--- config.mk ---
export PLATFORM = sky130hd
export DESIGN_NAME = dieu_khien_tao_xung_flat
export DESIGN_NICKNAME = d
export VERILOG_FILES = /design/src/rtl/dieu_khien_tao_xung_pkg.sv /design/src/rtl/dieu_khien_tao_xung_if.sv /design/src/rtl/dieu_khien_tao_xung_chia_tuan_tu.sv /design/src/rtl/dieu_khien_tao_xung.sv /design/src/flat_wrapper.sv
export SDC_FILE = /design/constraint.sdc
export NUM_CORES = 1
export LEC_CHECK = 0
export CORE_ASPECT_RATIO = 2
export CORE_MARGIN = 2
export CORE_UTILIZATION = 47
export CTS_CLUSTER_DIAMETER = 150
export DETAILED_ROUTE_END_ITERATION = 10
export PLACE_DENSITY = 0.66
export SYNTH_ARGS = -nofsm -noshare
export SYNTH_HDL_FRONTEND = slang
export SYNTH_SLANG_ARGS = --single-unit
--- constraint.sdc ---
create_clock -name main_clk -period 3.3 [get_ports main_clk]
set_input_delay 0.66 -clock main_clk [delete_from_list [all_inputs] [get_ports main_clk]]
set_output_delay 0.66 -clock main_clk [all_outputs]
set_load 0.05 [all_outputs]
--- src/rtl/dieu_khien_tao_xung_pkg.sv ---
// Shared types and defaults for the square-wave sequencer, its button block and display.
// Optional tick output is enabled with `TAO_XUNG_TICK_EN (see dieu_khien_tao_xung).
package dieu_khien_tao_xung_pkg;

    localparam int unsigned FREQ_W       = 7;
    localparam int unsigned FREQ_MAX_DEF = 99;

    typedef enum logic [1:0] {
        S_IDLE   = 2'd0,
        S_DIV    = 2'd1,
        S_PEND   = 2'd2,
        S_COMMIT = 2'd3
    } state_t;

    function automatic logic [FREQ_W-1:0] clamp_freq(
        input logic [FREQ_W-1:0] f,
        input logic [FREQ_W-1:0] f_max
    );
        return (f > f_max) ? f_max : f;
    endfunction

endpackage

--- src/rtl/dieu_khien_tao_xung_if.sv ---
// Setpoint handshake between the button block (master) and the wave sequencer (slave).
interface dieu_khien_tao_xung_if;
    import dieu_khien_tao_xung_pkg::*;

    logic              cfg_req;
    logic [FREQ_W-1:0] cfg_freq;
    logic              cfg_ack;
    logic              busy;
    logic [FREQ_W-1:0] cur_freq;

    modport master (
        output cfg_req,
        output cfg_freq,
        input  cfg_ack,
        input  busy,
        input  cur_freq
    );

    modport slave (
        input  cfg_req,
        input  cfg_freq,
        output cfg_ack,
        output busy,
        output cur_freq
    );

endinterface

--- src/rtl/dieu_khien_tao_xung_chia_tuan_tu.sv ---
// Sequential restoring divider: one quotient bit per cycle, done in the CNT_W-th cycle after start.
module chia_tuan_tu
    import dieu_khien_tao_xung_pkg::*;
#(
    parameter int unsigned CNT_W = 24
) (
    input  logic              main_clk,
    input  logic              rst_n,
    input  logic              start,
    input  logic [CNT_W-1:0]  dividend,
    input  logic [FREQ_W-1:0] divisor,
    output logic [CNT_W-1:0]  quotient,
    output logic              done
);

    localparam int unsigned STEP_W = $clog2(CNT_W + 1);

    logic [STEP_W-1:0] steps;
    logic [FREQ_W:0]   rem;
    logic [FREQ_W-1:0] dsr;
    logic [FREQ_W+1:0] trial;
    logic [FREQ_W+1:0] diff;

    // The dividend is shifted out of the quotient register MSB-first while quotient bits enter at the LSB.
    always_comb begin
        trial = {rem, quotient[CNT_W-1]};
        diff  = trial - {2'b00, dsr};
    end

    always_ff @(posedge main_clk or negedge rst_n) begin
        if (!rst_n) begin
            steps    <= '0;
            rem      <= '0;
            dsr      <= '0;
            quotient <= '0;
        end else if (start) begin
            steps    <= STEP_W'(CNT_W);
            rem      <= '0;
            dsr      <= divisor;
            quotient <= dividend;
        end else if (steps != '0) begin
            steps <= steps - STEP_W'(1);
            if (trial >= {2'b00, dsr}) begin
                rem      <= diff[FREQ_W:0];
                quotient <= {quotient[CNT_W-2:0], 1'b1};
            end else begin
                rem      <= trial[FREQ_W:0];
                quotient <= {quotient[CNT_W-2:0], 1'b0};
            end
        end
    end

    assign done = (steps == STEP_W'(1));

endmodule

--- src/rtl/dieu_khien_tao_xung.sv ---
// Square-wave sequencer: accepts a setpoint, divides out the half-period, commits it glitch-free at a toggle.
// Define `TAO_XUNG_TICK_EN to get the tick_o rising-edge pulse output.
module dieu_khien_tao_xung
    import dieu_khien_tao_xung_pkg::*;
#(
    parameter int unsigned CLK_HZ   = 27_000_000,
    parameter int unsigned CNT_W    = 24,
    parameter int unsigned FREQ_MAX = FREQ_MAX_DEF
) (
    input  logic                 main_clk,
    input  logic                 rst_n,
    dieu_khien_tao_xung_if.slave cfg,
    output logic                 wave_o
`ifdef TAO_XUNG_TICK_EN
    ,
    output logic                 tick_o
`endif
);

    localparam logic [CNT_W-1:0]  DIVIDEND = CNT_W'(CLK_HZ / 2);
    localparam logic [FREQ_W-1:0] F_CEIL   = FREQ_W'(FREQ_MAX);

    state_t            state;
    state_t            state_nx;
    logic [FREQ_W-1:0] f_lat;
    logic [FREQ_W-1:0] cur_freq_r;
    logic [CNT_W-1:0]  half_cnt;
    logic [CNT_W-1:0]  half_per;
    logic [CNT_W-1:0]  quot;
    logic [CNT_W-1:0]  h_new;
    logic              wave_r;
    logic              accept;
    logic              commit;
    logic              div_done;
    logic              running;
    logic              ack;
    logic              busy_c;

    chia_tuan_tu #(
        .CNT_W (CNT_W)
    ) u_chia (
        .main_clk (main_clk),
        .rst_n    (rst_n),
        .start    (accept),
        .dividend (DIVIDEND),
        .divisor  (clamp_freq(cfg.cfg_freq, F_CEIL)),
        .quotient (quot),
        .done     (div_done)
    );

    assign running = (cur_freq_r != '0);
    assign h_new   = (f_lat == '0) ? '0 : quot;

    always_ff @(posedge main_clk or negedge rst_n) begin
        if (!rst_n) state <= S_IDLE;
        else        state <= state_nx;
    end

    always_comb begin
        state_nx = state;
        unique case (state)
            S_IDLE:   if (accept) state_nx = S_DIV;
            S_DIV:    if (div_done) state_nx = (!running || f_lat == '0) ? S_COMMIT : S_PEND;
            S_PEND:   if (commit) state_nx = S_IDLE;
            S_COMMIT: state_nx = S_IDLE;
            default:  state_nx = S_IDLE;
        endcase
    end

    // A pending change commits in the same cycle the generator toggles, so the reload already uses H_new.
    always_comb begin
        commit = (state == S_COMMIT) || (state == S_PEND && half_cnt == '0);
        ack    = commit;
        busy_c = (state != S_IDLE);
        accept = (state == S_IDLE) && cfg.cfg_req && !ack;
    end

    always_ff @(posedge main_clk or negedge rst_n) begin
        if (!rst_n) begin
            f_lat      <= '0;
            cur_freq_r <= '0;
            half_per   <= '0;
            half_cnt   <= '0;
            wave_r     <= 1'b0;
        end else begin
            if (accept) f_lat <= clamp_freq(cfg.cfg_freq, F_CEIL);
            if (commit) begin
                cur_freq_r <= f_lat;
                half_per   <= h_new;
                if (f_lat == '0) begin
                    wave_r   <= 1'b0;
                    half_cnt <= '0;
                end else begin
                    half_cnt <= h_new - CNT_W'(1);
                    if (running && half_cnt == '0) wave_r <= ~wave_r;
                end
            end else if (running) begin
                if (half_cnt == '0) begin
                    wave_r   <= ~wave_r;
                    half_cnt <= half_per - CNT_W'(1);
                end else begin
                    half_cnt <= half_cnt - CNT_W'(1);
                end
            end
        end
    end

`ifdef TAO_XUNG_TICK_EN
    logic tick_r;
    logic rise;

    always_comb begin
        rise = running && half_cnt == '0 && !wave_r && !(commit && f_lat == '0);
    end

    always_ff @(posedge main_clk or negedge rst_n) begin
        if (!rst_n) tick_r <= 1'b0;
        else        tick_r <= rise;
    end

    assign tick_o = tick_r;
`endif

    assign cfg.cfg_ack  = ack;
    assign cfg.busy     = busy_c;
    assign cfg.cur_freq = cur_freq_r;
    assign wave_o       = wave_r;

endmodule
--- src/flat_wrapper.sv ---
// flat-port wrapper written by rule: the top's interface ports become plain ports
module dieu_khien_tao_xung_flat import dieu_khien_tao_xung_pkg::*;
#(
    parameter int unsigned CLK_HZ   = 27_000_000,
    parameter int unsigned CNT_W    = 24,
    parameter int unsigned FREQ_MAX = FREQ_MAX_DEF
)
  (main_clk, rst_n, wave_o, cfg_cfg_req, cfg_cfg_freq, cfg_cfg_ack, cfg_busy, cfg_cur_freq);
  dieu_khien_tao_xung_if cfg_i ();
  input  logic main_clk;
  input  logic rst_n;
  output logic wave_o;
  input wire logic [$bits(cfg_i.cfg_req)-1:0] cfg_cfg_req;
  input wire logic [$bits(cfg_i.cfg_freq)-1:0] cfg_cfg_freq;
  output wire logic [$bits(cfg_i.cfg_ack)-1:0] cfg_cfg_ack;
  output wire logic [$bits(cfg_i.busy)-1:0] cfg_busy;
  output wire logic [$bits(cfg_i.cur_freq)-1:0] cfg_cur_freq;
  assign cfg_i.cfg_req = cfg_cfg_req;
  assign cfg_i.cfg_freq = cfg_cfg_freq;
  assign cfg_cfg_ack = cfg_i.cfg_ack;
  assign cfg_busy = cfg_i.busy;
  assign cfg_cur_freq = cfg_i.cur_freq;
  dieu_khien_tao_xung #(.CLK_HZ(CLK_HZ), .CNT_W(CNT_W), .FREQ_MAX(FREQ_MAX)) u_core (.main_clk(main_clk), .rst_n(rst_n), .cfg(cfg_i), .wave_o(wave_o));
endmodule
==> metrics.md <==
| Metric | Value |
|---|---|
| Status | `completed` |
| ANT nets after route | `0` |
| Final Hold Fails | `0` |
| Cell breakdown of the critical path | `nor3_1 > buf_4 > nand4_2 > nor2_4 > a21oi_1 > ha_1 > nand3b_1 > nor2_1 > o21ai_2 > or4b_4 > or4_1 > o211ai_1` |
| Vias in the first global route | `5932` |
| Worst path slowest cell | `or4b_4` |
| Unique masters post-synth | `74` |
| Slew Limit Headroom | `32.8%` |
| Worst IR Drop VDD | `0.749 mV` |
| CTS sink cnt | `102` |
| Final Slew Violations | `0` |
| Warnings, synthesis | `0` |
| Clock tree root driver cell | `clkbuf_16` |
| Fin crit share | `95.1%` |
| Initial antenna violation count | `0` |
| N_diodes | `0` |
| Max_cap viols | `0` |
| Drt total wl | `18900 µm` |
| I/O Buffers | `19` |
| Vias per cell | `6.38` |
| Storage cell area | `2550 µm²` |
| Worst min path class | `input pin to async pin` |
| Total core area | `13000 µm²` |
| Fin Setup TNS | `0 ns` |
| Final setup fails | `0` |
| Nets@finish | `786` |
| Type of origin of the critical path | `flop` |
| Largest net degree at the start of global routing | `78` |
| Part of the Yosys area used for sequential elements | `41.0%` |
| Num rows | `59` |
| Post-Syn Area | `6230 µm²` |
| Clk_lat worst skew | `0.35 ns` |
| Post-synthesis instance total | `746` |
| Unrepaired setup endpoints after global routing | `no` |
| Post-DP HPWL | `14200 µm` |
| I/O pin count | `20` |
| CTS clk-pin slew, worst paths | `0.07 ns` |
| Die Wd | `85.4 µm` |
| Die area | `14200 µm²` |
| Share of post-route cells with drive strength above 1 | `10.3%` |
| Layout area overhead | `13.2%` |
| Worst-Margin Slew | `1.01 ns` |
| Leakage power | `0.00299 µW` |
| CTS buffer count | `9` |
| DRC Markers | `0` |
| GP Congestion | `0.939` |
| Crit Path Max Fanout | `7` |
| GRT overflow | `0` |
| Vias | `5859` |
| TritonCTS clock tree | `yes` |
| Wirelength per Cell | `20.5 µm` |
| Async S/R FF share, synth | `100%` |
| Fmax | `0.319 GHz` |
| Die Y | `167 µm` |
| Power Density | `1020 nW/µm²` |
| Setup bufs post-CTS | `0` |
| Multi-input gate area | `3450 µm²` |
| Post-synthesis net count | `769` |
| Total track usage | `27.2%` |
| Layout filler cell count | `1201` |
| Yosys top cell area share | `41.0%` |
| Clock Skew | `0.00749 ns` |
| Fin crit period | `3.14 ns` |
| Reg2reg setup slack | `0.16 ns` |
| Synth Flop Type | `dfrtp_1` |
| Worst path required time | `3.56 ns` |
| Most instantiated library cell after synthesis | `nand2_1` |
| Worst Setup End Kind | `flop` |
| Number of synthesized flops with an enable pin | `0` |
| H-tree levels | `3` |
| Post-Syn Area per Cell | `8.35 µm²` |
| Yosys top cell by area | `dfrtp_1` |
| Yosys reg bits | `102` |
| End-of-flow core utilization | `54.3%` |
| DRT iter0 DRCs | `402` |
| Worst EP arrival | `3.40 ns` |
| Initial Utilization | `48.0%` |
| Pre-Repair DR Iteration Count | `6` |
| Leading post-synthesis cells by cell area | `dfrtp_1 41%, nand2_1 8.4%, o21ai_0 5.5%` |
| Top cells by count, synth | `139 x nand2_1, 102 x dfrtp_1, 69 x o21ai_0, 53 x a21oi_1, 46 x nor2_1` |
| Max incr delay on CP | `0.57 ns` |
| CTS Hold Bufs | `0` |
| CP Class | `flop to flop` |
| First-pass GRT wire length | `30500 µm` |
| Post_cts resized | `1` |
| CTS Buffer Depth | `2` |
==> flip-flops by register name (all words and copies together), names as in the netlist <==
name,count
u_core.cfg.cur_freq,7
u_core.f_lat,7
u_core.half_cnt,24
u_core.half_per,24
u_core.state,2
u_core.u_chia.quotient,24
u_core.u_chia.rem,8
u_core.u_chia.steps,5
u_core.wave_o,1
==> power breakdown <==
| group | switching [µW] | internal, µW | leakage, µW | total [µW] |
|---|---|---|---|---|
| Combinational | 1980 | 1420 | 0.00160 | 3400 |
| Clock | 474 | 684 | 0.000159 | 1160 |
| Sequential | 808 | 1840 | 0.00123 | 2650 |
| Total | 3260 | 3950 | 0.00299 | 7210 |
==> placed cells by master (no fill, tap or decap), types with 4 or more instances in the layout <==
| cell type | count |
|---|---|
| mux2i_1 | 8 |
| mux2_2 | 5 |
| and2_1 | 4 |
| o31a_1 | 4 |
| a21oi_1 | 53 |
| a22oi_1 | 4 |
| nor2_1 | 46 |
| xnor2_1 | 15 |
| buf_4 | 30 |
| inv_1 | 19 |
| xor2_1 | 14 |
| nand2_1 | 139 |
| clkdlybuf4s50_1 | 17 |
| o22ai_1 | 9 |
| or3_1 | 12 |
| nand3_1 | 20 |
| dfrtp_1 | 102 |
| a211oi_1 | 9 |
| o21ai_0 | 69 |
| ha_1 | 12 |
| nor3_1 | 33 |
| clkbuf_16 | 9 |
| or4_1 | 7 |
| a31oi_1 | 9 |
| nor3_2 | 6 |
| o211ai_1 | 9 |
| o31ai_1 | 8 |
| nor4_1 | 14 |
==> cells by family (layout without fill, tap and decap cells) <==
family | after synthesis | count (layout) | synth area share, %
buf+inv | 64 | 85 | 4.22
simple gates | 314 | 314 | 24.8
xor+xnor | 29 | 29 | 4.08
fa+ha+maj | 13 | 13 | 2.73
flops | 102 | 102 | 41.0
compound gates | 210 | 210 | 20.8
mux | 14 | 14 | 2.37
==> per-stage QoR <==
stage | cells | setup WS, ns | instance area (µm²) | total power (µW) | hold WS (ns)
floorplan | 746 | 0.0496 | 6230 | 4890 | 0.364
global placement | 904 | 0.262 | 6700 | 5910 | 0.474
detailed placement | 904 | 0.191 | 6700 | 6010 | 0.479
CTS | 919 | 0.0248 | 7030 | 7180 | 0.409
global route | 919 | 0.0114 | 7060 | 7730 | 0.448
finish | 919 | 0.161 | 7060 | 7210 | 0.375
==> metal layers <==
metal / vias to the layer above / wire length (µm) / GRT usage, %
met1: 2819 / 6940 / 29.8
met4: 0 / 1380 / 19.5
met2: 231 / 9860 / 47.6
met5: - / 0 / 0
li1: 2722 / - / -
met3: 87 / 694 / 2.63
==> layout make-up <==
class                   count  share of cell area [%]
flip-flops and latches    102                    36.2
well taps                 152                    2.70
clock buffers              10                    3.39
multi-input cells         580                    48.9
repair buffers             51                    6.61
clock inverters             5                    1.17
inverters                  19                    1.01
==> worst max-delay path: cells and delay by family, from the launching register on <==
kind	cells	cell delay, ns
flip-flops	1	0.43
adder cells (fa/ha/maj)	1	0.24
buffers and inverters	1	0.15
AO/OA/AOI/OAI	3	0.45
AND/OR/NAND/NOR	7	1.78
==> final timing paths <==
check                                                   start                                      to  cells past startpoint
hold reg to reg            u_core.u_chia.steps[4]$_DFFE_PN0P_      u_core.u_chia.steps[4]$_DFFE_PN0P_                      1
hold / removal                                          rst_n             u_core.f_lat[6]$_DFFE_PN0P_                      1
min in group main_clk      u_core.u_chia.steps[4]$_DFFE_PN0P_      u_core.u_chia.steps[4]$_DFFE_PN0P_                      1
setup reg to reg               u_core.half_cnt[2]$_DFFE_PN0P_         u_core.half_cnt[20]$_DFFE_PN0P_                     12
max in group asynchronous                               rst_n  u_core.u_chia.quotient[15]$_DFFE_PN0P_                      2
setup / recovery               u_core.half_cnt[2]$_DFFE_PN0P_         u_core.half_cnt[20]$_DFFE_PN0P_                     12
Power figures use the tool's default switching activity.
